File: src/rtl/alu_accum.sv
// Registered ADD/XOR/MIN ALU with a multi-beat MINALL reduction and valid/ready on both sides.
// Optional: define ALU_SAT_EN to make ADD saturate to all-ones on carry-out.
module alu_accum #(
  parameter int WIDTH = 16,
  parameter int CNT_W = 8
) (
  input  logic             clk,
  input  logic             reset,
  input  logic             in_valid,
  output logic             in_ready,
  input  logic [3:0]       ins,
  input  logic [WIDTH-1:0] a_in,
  input  logic [WIDTH-1:0] b_in,
  input  logic             last,
  output logic             out_valid,
  input  logic             out_ready,
  output logic [WIDTH-1:0] alu_out,
  output logic             carry,
  output logic             zero,
  output logic [CNT_W-1:0] count,
  output logic             err
);
  localparam logic [3:0] OP_ADD    = 4'b0010;
  localparam logic [3:0] OP_XOR    = 4'b0011;
  localparam logic [3:0] OP_MIN    = 4'b0100;
  localparam logic [3:0] OP_MINALL = 4'b0111;

  typedef enum logic {IDLE, ACC} state_t;

  state_t           state_q, state_d;
  logic [WIDTH-1:0] acc_q, acc_d;
  logic [CNT_W-1:0] cnt_q, cnt_d;

  logic             accept;
  logic [WIDTH:0]   sum;
  logic [WIDTH-1:0] min_ab, min_run;
  logic [CNT_W-1:0] cnt_base, cnt_run;
  logic [CNT_W:0]   cnt_ext;

  logic             ld;
  logic [WIDTH-1:0] res;
  logic             res_c;
  logic [CNT_W-1:0] res_cnt;
  logic             err_d;

  assign in_ready = !out_valid || out_ready;
  assign accept   = in_valid && in_ready;

  assign sum    = {1'b0, a_in} + {1'b0, b_in};
  assign min_ab = (b_in < a_in) ? b_in : a_in;

  // In IDLE the running min/count start fresh, so one path covers both FSM states.
  assign min_run  = (state_q == ACC && acc_q < min_ab) ? acc_q : min_ab;
  assign cnt_base = (state_q == ACC) ? cnt_q : '0;
  assign cnt_ext  = {1'b0, cnt_base} + (CNT_W+1)'(2);
  assign cnt_run  = cnt_ext[CNT_W] ? '1 : cnt_ext[CNT_W-1:0];

  always_comb begin
    state_d = state_q;
    acc_d   = acc_q;
    cnt_d   = cnt_q;
    ld      = 1'b0;
    res     = '0;
    res_c   = 1'b0;
    res_cnt = '0;
    err_d   = 1'b0;
    if (accept) begin
      case (ins)
        OP_ADD: begin
          ld    = 1'b1;
          res_c = sum[WIDTH];
`ifdef ALU_SAT_EN
          res   = sum[WIDTH] ? '1 : sum[WIDTH-1:0];
`else
          res   = sum[WIDTH-1:0];
`endif
        end
        OP_XOR: begin
          ld  = 1'b1;
          res = a_in ^ b_in;
        end
        OP_MIN: begin
          ld  = 1'b1;
          res = min_ab;
        end
        OP_MINALL: begin
          if (last) begin
            ld      = 1'b1;
            res     = min_run;
            res_cnt = cnt_run;
            state_d = IDLE;
          end else begin
            acc_d   = min_run;
            cnt_d   = cnt_run;
            state_d = ACC;
          end
        end
        default: begin
          ld    = 1'b1;
          err_d = 1'b1;
        end
      endcase
      // Any non-MINALL beat in ACC abandons the reduction; err is a single pulse either way.
      if (state_q == ACC && ins != OP_MINALL) begin
        err_d   = 1'b1;
        state_d = IDLE;
      end
    end
  end

  always_ff @(posedge clk) begin
    if (reset) begin
      state_q   <= IDLE;
      acc_q     <= '0;
      cnt_q     <= '0;
      out_valid <= 1'b0;
      alu_out   <= '0;
      carry     <= 1'b0;
      zero      <= 1'b0;
      count     <= '0;
      err       <= 1'b0;
    end else begin
      state_q <= state_d;
      acc_q   <= acc_d;
      cnt_q   <= cnt_d;
      err     <= err_d;
      if (ld) begin
        out_valid <= 1'b1;
        alu_out   <= res;
        carry     <= res_c;
        zero      <= (res == '0);
        count     <= res_cnt;
      end else if (out_ready) begin
        out_valid <= 1'b0;
      end
    end
  end
endmodule
File: config.mk
export PLATFORM = sky130hd
export DESIGN_NAME = alu_accum
export DESIGN_NICKNAME = d
export VERILOG_FILES = /design/src/rtl/alu_accum.sv
export SDC_FILE = /design/constraint.sdc
export NUM_CORES = 1
export LEC_CHECK = 0
export ABC_AREA = 1
export ABC_CLOCK_PERIOD_IN_PS = 5950
export CAP_MARGIN = 20
export CORE_ASPECT_RATIO = 0.5
export CORE_MARGIN = 2
export CORE_UTILIZATION = 55
export CTS_CLUSTER_DIAMETER = 40
export DETAILED_ROUTE_END_ITERATION = 8
export GPL_TIMING_DRIVEN = 0
export PLACE_DENSITY = 0.85
export SLEW_MARGIN = 15
export SYNTH_ARGS = -nofsm -noshare
export SYNTH_HDL_FRONTEND = slang
export SYNTH_SLANG_ARGS = --single-unit
export TNS_END_PERCENT = 10
File: constraint.sdc
create_clock -name clk -period 5.95 [get_ports clk]
set_input_delay 0.8925 -clock clk [delete_from_list [all_inputs] [get_ports clk]]
set_output_delay 0.8925 -clock clk [all_outputs]
set_load 0.005 [all_outputs]
==> reports/qor.csv <==
stage;metric;value;unit
yosys;register bit total from synthesis;53;
run_status;outcome;complete, no violations;
worst_setup_path;Worst setup EP type;register;
grt;GRT Util Overall;30.6;%
die;Die X;130;um
yosys;warning count from the yosys run;0;
die;core footprint;7510;sq um
yosys;register area share after synthesis;24.2;%
yosys;main combinational cell family by area after synthesis;simple AND/OR/NAND/NOR gates;
run;max-cap viol count;0;
clocking;worst-skew pair later-pin latency;290;ps
place;Port Buffers;68;
pwr;Power Total;995;uW
routing;Starting DRT DRC Count;603;
place;RePlAce Congestion;0.926;
yosys;Syn Inst Count;697;
worst_setup_path;critical path data arrival time;5670;ps
layout;share of cells above drive strength 1;4.14;%
clocking;CTS tree;built;
hold_path;Hold Crit Start;zero;
hold_path;HP Class;reg -> reg;
yosys;Compound-Gate Fraction of Synth Area;21.6;%
sta;# setup viols final;0;
yosys;XOR/XNOR Fraction of Synth Area;0.400;%
routing;drt pass-1 iters;8;
clocking;clock-pin slew on the worst setup and hold paths;70;ps
worst_setup_path;CP Data Required Time;6190;ps
layout;Layout area overhead;22.8;%
sta;Clock Skew;6.84;ps
sta;Pins Over Slew Limit;0;
layout;commonest non-fill, non-tap cell in the layout;nand2_1;
place;post-DP HPWL;10.1;mm
sta;Rel. slew slack;49.1;%
pwr;Peak VDD IR;0.000149;V
sta;unrepaired setup endpoints after global routing;no;
routing;Final ANT Viol Nets;0;
yosys;synthesized area;4380;sq um
clocking;Clock Root Buffer;clkbuf_16;
pwr;Leakage;2.58;nW
routing;DR DRC count;0;
grt;first-pass GRT wire length;20.8;mm
worst_setup_path;Critical Path Source;a_in[15];
yosys;dominant cell type by area after synthesis;dfxtp_1;
yosys;post-synthesis cell type count;39;
clocking;CTS sink count;53;
die;Initial Utilization;58.3;%
layout;antenna cells;0;
sta;fmax;184;MHz
yosys;simple-gate portion of the synthesized area;27.9;%
layout;most frequent cells in the layout;nand2_1 (177), inv_1 (107), clkdlybuf4s50_1 (68);
clocking;# H-tree levels;2;
die;Die Ht;67.1;um
worst_setup_path;critical path class;in -> reg;
grt;largest net degree at the start of global routing;19;
routing;DR vias/cell;5.53;
clocking;hold_buf cts;0;
pwr;pwr dens;185;nW/um^2
worst_setup_path;reg-to-reg startpoint;acc_q[11];
routing;DR WL/cell;14.7;um
yosys;adder and majority gate portion of the synthesized area;13.6;%
yosys;synthesized net count;785;
die;row count;22;
sta;minimum clock period;5430;ps
die;Ports;70;
worst_setup_path;Worst Path Max Fanout;10;
sta;Tcrit/Tclk final;91.2;%
grt;initial antenna violation count;0;
layout;# nets final;860;
routing;via count;4868;
worst_setup_path;CP Launch Type;input port;
clocking;clk buf depth;2;
yosys;mux cell area share after synthesis;0;%
place;pre-CTS WS;-236;ps
grt;number of global-route vias before repair;4327;
grt;grt total ovfl;0;
sta;endpoints failing hold;0;
sta;Worst Setup Slack, final;523;ps
die;die area;8740;sq um
sta;Worst-Margin Slew;758;ps
routing;overall routed net length;13.0;mm
yosys;Area contributors post-synth;dfxtp_1 (24%), nand2_1 (15%), ha_1 (13%);
clocking;Num CTS Buffers;5;
yosys;Yosys top cell area share;24.2;%
yosys;syn avg cell area;6.29;sq um
[worst max-delay path, stage by stage]
cell and delay [ps]:
clkdlybuf4s50_1 500, inv_1 70, ha_1 410, nand4_1 170, nor2_1 230, nand2_2 140
nand2_2 110, buf_6 150, clkbuf_1 390, o21ai_0 320, ha_1 280, a21oi_1 130
o21ai_0 80, nand3_1 80, a21oi_1 80, a2111oi_2 380, clkbuf_2 320, nand3_1 140
nand3_1 110, nand2_1 80, nand2_1 120, nand2_1 70, nor2_1 80, nand2_1 70
nor2_1 80, nand3_1 100, nand2_1 70
[layer usage]
layer | GRT usage [%] | wire length [um] | share of wire [%] | vias up
met2 | 47.8 | 5360 | 41 | 233
met3 | 7.23 | 1380 | 11 | 25
li1 | - | - | - | 2438
met1 | 43.1 | 6060 | 47 | 2172
met4 | 6.59 | 176 | 1.4 | 0
met5 | 0 | 0 | 0 | -
[cells in the mapped netlist, drive strengths merged]
library cell	instances
nand2	182
inv	107
o21ai	64
a21oi	56
dfxtp	53
nor2	48
ha	46
nand3	41
clkbuf	19
o211ai	17
nor3	9
o22ai	9
buf	6
or2	6
a31oi	5
nand4	4
o221ai	4
a211oi	3
clkinv	2
nand3b	2
nor4	2
o21a	2
xor2	2
a2111oi	1
a211o	1
a21boi	1
a21o	1
a311oi	1
fa	1
o21bai	1
o31ai	1
[power breakdown]
part	total, mW	switching, mW	leakage, nW	internal [mW]
Clock	0.338	0.136	0.0859	0.202
Sequential	0.366	0.00447	0.429	0.361
Combinational	0.291	0.180	2.06	0.111
Total	0.995	0.321	2.58	0.674
[final timing paths]
check,depth (start not counted),to,slack (ps)
worst max-delay path,27,zero,520
worst min-delay path,2,zero,460
worst max register to register,17,zero,3200
worst min register to register,2,zero,460
[sequential cells by signal, summed over array words and instances (netlist names)]
register and flops:
acc_q 16, out_valid 1, count 8, state_q 1, cnt_q 8, err 1, alu_out 16, carry 1
zero 1
[metrics by stage]
step,utilization (%),hold WS (ps),instance area (sq um),std cells,TNS [ps]
after floorplan,-,448,4380,697,0
after global placement,69.2,441,5200,873,-185
after detailed placement,69.2,440,5200,873,-236
after CTS,71.5,459,5370,881,0
after global routing,71.6,499,5380,881,0
final,71.6,456,5380,881,0
[final cells by class]
type	instances	area [sq um]
Clock inverter	3	50.0
Timing Repair Buffer	68	681
Fill cell	664	2130
Clock buffer	5	125
Inverter	109	409
Tap cell	108	135
Buffer	25	129
Multi-Input combinational cell	510	2790
Sequential cell	53	1060
[cell families after synthesis]
logic type                 after synthesis
AOI/OAI and AO/OA                      167
xor gates and xnor gates                 2
adders and majority gates               47
buffers and inverters                  134
DFF                                     53
and+or+nand+nor                        294
[repair_timing]
action,in CTS,in global routing
gates resized for setup,0,6
endpoints found under the setup margin,0,21
buffers inserted,0,0
No activity file was read; power rests on OpenSTA's default activity.
